File: src/rtl/dff_bank_pipe.sv
// Parametrised WIDTH x DEPTH flop bank with valid flag, selectable capture edge and sync set/clear.
// Optional scan chain through all stage bits when DFF_BANK_SCAN_EN is defined.
module dff_bank_pipe #(
    parameter int unsigned      WIDTH   = 8,
    parameter int unsigned      DEPTH   = 2,
    parameter logic [WIDTH-1:0] RST_VAL = '0,
    parameter logic [WIDTH-1:0] SET_VAL = '1,
    parameter int unsigned      NEG_CLK = 1
) (
    input  logic             CLK,
    input  logic             RST,
    input  logic             EN,
    input  logic             CLR,
    input  logic             SET,
`ifdef DFF_BANK_SCAN_EN
    input  logic             SE,
    input  logic             SI,
    output logic             SO,
`endif
    input  logic [WIDTH-1:0] D,
    input  logic             D_VLD,
    output logic [WIDTH-1:0] Q,
    output logic [WIDTH-1:0] QN,
    output logic             Q_VLD
);

    // Stage k occupies bits [k*WIDTH +: WIDTH]; this is also the scan order.
    localparam int unsigned CHAIN = WIDTH * DEPTH;

    logic [CHAIN-1:0] stg_q, stg_d;
    logic [DEPTH-1:0] vld_q, vld_d;
    logic             se_c;
    logic             si_c;

`ifdef DFF_BANK_SCAN_EN
    assign se_c = SE;
    assign si_c = SI;
    assign SO   = stg_q[CHAIN-1];
`else
    assign se_c = 1'b0;
    assign si_c = 1'b0;
`endif

    // Ternaries keep X on a control input propagating into the captured state.
    always_comb begin
        stg_d = stg_q;
        vld_d = vld_q;
        stg_d = CLR  ? {DEPTH{RST_VAL}} :
                SET  ? {DEPTH{SET_VAL}} :
                se_c ? CHAIN'({stg_q, si_c}) :
                EN   ? CHAIN'({stg_q, D}) :
                       stg_q;
        vld_d = CLR  ? {DEPTH{1'b0}} :
                SET  ? {DEPTH{1'b0}} :
                se_c ? vld_q :
                EN   ? DEPTH'({vld_q, D_VLD}) :
                       vld_q;
    end

    if (NEG_CLK != 0) begin : g_neg
        always_ff @(negedge CLK or posedge RST) begin
            if (RST) begin
                stg_q <= {DEPTH{RST_VAL}};
                vld_q <= {DEPTH{1'b0}};
            end else begin
                stg_q <= stg_d;
                vld_q <= vld_d;
            end
        end
    end else begin : g_pos
        always_ff @(posedge CLK or posedge RST) begin
            if (RST) begin
                stg_q <= {DEPTH{RST_VAL}};
                vld_q <= {DEPTH{1'b0}};
            end else begin
                stg_q <= stg_d;
                vld_q <= vld_d;
            end
        end
    end

    assign Q     = stg_q[CHAIN-1 -: WIDTH];
    assign QN    = ~stg_q[CHAIN-1 -: WIDTH];
    assign Q_VLD = vld_q[DEPTH-1];

endmodule

File: config.mk
export PLATFORM = sky130hd
export DESIGN_NAME = dff_bank_pipe
export DESIGN_NICKNAME = d
export VERILOG_FILES = /design/src/rtl/dff_bank_pipe.sv
export SDC_FILE = /design/constraint.sdc
export NUM_CORES = 1
export LEC_CHECK = 0
export BUFFER_PORTS_ARGS = -buffer_cell sky130_fd_sc_hd__buf_2
export CAP_MARGIN = 0
export CORE_MARGIN = 2
export CORE_UTILIZATION = 43
export CTS_CLUSTER_DIAMETER = 120
export DETAILED_ROUTE_END_ITERATION = 16
export PLACE_DENSITY = 0.76
export SETUP_SLACK_MARGIN = 0.1
export SLEW_MARGIN = 20
export SYNTH_ARGS = -nofsm -noshare
export SYNTH_HDL_FRONTEND = slang
export SYNTH_SLANG_ARGS = --single-unit
File: constraint.sdc
create_clock -name CLK -period 0.8 [get_ports CLK]
set_input_delay 0.16 -clock CLK [delete_from_list [all_inputs] [get_ports CLK]]
set_output_delay 0.16 -clock CLK [all_outputs]
set_load 0.01 [all_outputs]
==> results.cfg <==
[placement]
place_congestion = 0.604
hpwlAfterDp_mm = 1.05
buffer_ports.inserted = 30
post_dp_cell_area_um2 = 1040

[logic_synthesis]
yosysSeqAreaShare_pct = 52.1
ys_ff_latch = 18
synthesis.instances = 77
mappedNetlistNets = 91
synth_largest_type_area_fraction_pct = 52.1
synthTopCellsByArea = sky130_fd_sc_hd__dfrtn_1 52%, sky130_fd_sc_hd__mux2i_1 21%, sky130_fd_sc_hd__a21oi_1 9.3%
yosys_warnings = 0
synthDistinctLibCells = 9
synth_area_um2 = 865
syn_avg_cell_area_um2 = 11.2
synth_largest_area_cell = sky130_fd_sc_hd__dfrtn_1

[clocking]
cts-htree-levels = 1
path_clk_slew_ps = 70
tritoncts = done
post_cts_hold_buffer_count = 0
cts-buffers-inserted = 3
clk-insertion-delay-late_ps = 290
clock-root-buffer = sky130_fd_sc_hd__clkbuf_4
clock-sinks = 18
cts_max_path_buffers = 2

[grt]
antenna_violations_before_repair = 0
grt_first_pass_wirelength_mm = 2.50
grt_start_max_net_pins = 19
globalRouteOverflowTotal = 0
grt.total_usage_pct = 13.7
first_global_vias = 569

[worst_setup_path]
timing.critical_path.required_ps = 640
critical-path-max-stage-delay_ps = 450
cp_top_family = flip-flops
worst_r2r_path_depth = 3
cp.buffers_inverters = 2
crit_path_cell_trace = inv_2 > buf_6
highest_delay_cell_along_the_critical_path = sky130_fd_sc_hd__dfrtn_1
worst-path-max-fanout = 3
timing.rr.end = stg_q[11]$_DFFE_NP0P_
crit_arrival_ps = 1290
critPathLaunchType = flip-flop
path_class = flip-flop to output port
regToRegStartpoint = stg_q[11]$_DFFE_NP0P_
critPathCaptureType = output port
r2r_setup_slack_ps = -40

[routing]
drt_pre_antenna_iters = 1
routed_wl_mm = 1.44
routedWlPerCell_um = 10.8
vias = 599
viasPerCell = 4.50
post-route-drc-count = 0
dr.first_iter.drc_count = 0
ant_nets = 0

[timing]
setup_violations = 35
tns_ps = -12370
rsz0062_at_grt = yes
tightest_pin_transition_ps = 380
finalClockSkew_ps = 4.63
finalHoldViolations = 0
timing.final.ws_setup_ps = -654
fin_worst_hold_slack_ps = 136
finalMaxSlewViolations = 0
max-slew-margin-rel_pct = 74.6

[final_layout]
syn_to_final_growth_pct = 34.0
fin_nets = 122
num_antenna_cells = 0
layout.cells.most_common = sky130_fd_sc_hd__buf_2
finished_cell_area_um2 = 1160
utilization_pct = 60.3
fillCellCount = 181
drive_gt1_share_pct = 48.1
highest_count_cells_in_the_layout_ignoring_fill_and_taps = 21 x sky130_fd_sc_hd__buf_2, 18 x sky130_fd_sc_hd__mux2i_1, 18 x sky130_fd_sc_hd__dfrtn_1

[pwr]
power.leakage_nw = 0.612
cellPowerDensity_nw_per_um2 = 1610
power.ir.vdd_worst_mv = 1.05

[min_path]
hold_path.class = input pin to async pin

[floorplan]
core_area_um2 = 1920
die-area_um2 = 2390
chipWidth_um = 48.8
y_dimension_of_the_die_um = 48.8
i_o_pin_count = 31
floorplan.initialDensity_pct = 45.0
std_cell_rows = 16

[outcome]
violations_in_the_final_reports = setup timing
outcome = finished with violations

[flow_run]
max_cap_violations = 0
## worst max path at each step
stage | slack [ps] | cells after the start | endpoint | start
after detailed placement | -510 | 4 | stg_q[10]$_DFFE_NP0P_ | EN
after floorplan | -400 | 4 | stg_q[0]$_DFFE_NP0P_ | EN
final | -650 | 2 | QN[6] | stg_q[14]$_DFFE_NP0P_
after global placement | -480 | 4 | stg_q[8]$_DFFE_NP0P_ | EN
after CTS | -660 | 2 | QN[5] | stg_q[13]$_DFFE_NP0P_
after global routing | -710 | 2 | QN[5] | stg_q[13]$_DFFE_NP0P_
## where the power goes
part	switching, mW	internal (mW)	leakage [nW]
Combinational	0.182	0.235	0.371
Clock	0.251	0.175	0.0138
Sequential	0.0418	0.980	0.227
Total	0.476	1.39	0.612
## cells in the mapped netlist
cell type / number
sky130_fd_sc_hd__inv_1: 10
sky130_fd_sc_hd__mux2i_1: 18
sky130_fd_sc_hd__buf_4: 8
sky130_fd_sc_hd__a21oi_1: 16
sky130_fd_sc_hd__buf_6: 1
sky130_fd_sc_hd__buf_2: 3
sky130_fd_sc_hd__nor3_1: 2
sky130_fd_sc_hd__dfrtn_1: 18
sky130_fd_sc_hd__buf_12: 1
## timing repair
| action | CTS | global route |
|---|---|---|
| gates cloned | 1 | 0 |
| pin swaps | 14 | 7 |
| setup endpoints to repair | 35 | 35 |
| resized for setup | 13 | 0 |
| setup buffers | 2 | 0 |
## cell families (layout without fill, tap and decap cells)
kind of cell,after synthesis,count (layout),share of synthesized area [%]
AOI/OAI and AO/OA,16,16,9.26
DFF,18,18,52.1
and+or+nand+nor,2,2,1.16
buffers and inverters,23,52,16.6
muxes,18,18,20.8
## per-stage QoR
stage	instances	setup slack, ps	total power [mW]
after CTS	133	-665	1.90
after floorplan	77	-397	1.29
after global routing	133	-709	1.97
final	133	-654	1.87
after detailed placement	128	-510	1.39
after global placement	128	-477	1.38
## flip-flops by register name, summed over array words and instances (netlist names)
signal,count
stg_q,16
vld_q,2
## area by class of cell
type / instances / area [um2] / share of cell area (%)
Sequential cell: 18 / 450 / 38.9
Timing Repair Buffer: 39 / 340 / 29.4
Multi-Input combinational cell: 36 / 270 / 23.3
Inverter: 10 / 41.3 / 3.56
Tap cell: 27 / 33.8 / 2.92
Clock buffer: 3 / 22.5 / 1.94
## metal layers
layer,vias up,GRT usage [%],wire length (um)
li1,307,-,-
met3,4,2.76,91
met5,-,0,0
met1,267,17.0,656
met2,21,21.9,666
met4,0,8.57,25
Note: power is estimated with default switching activity, not from simulation.
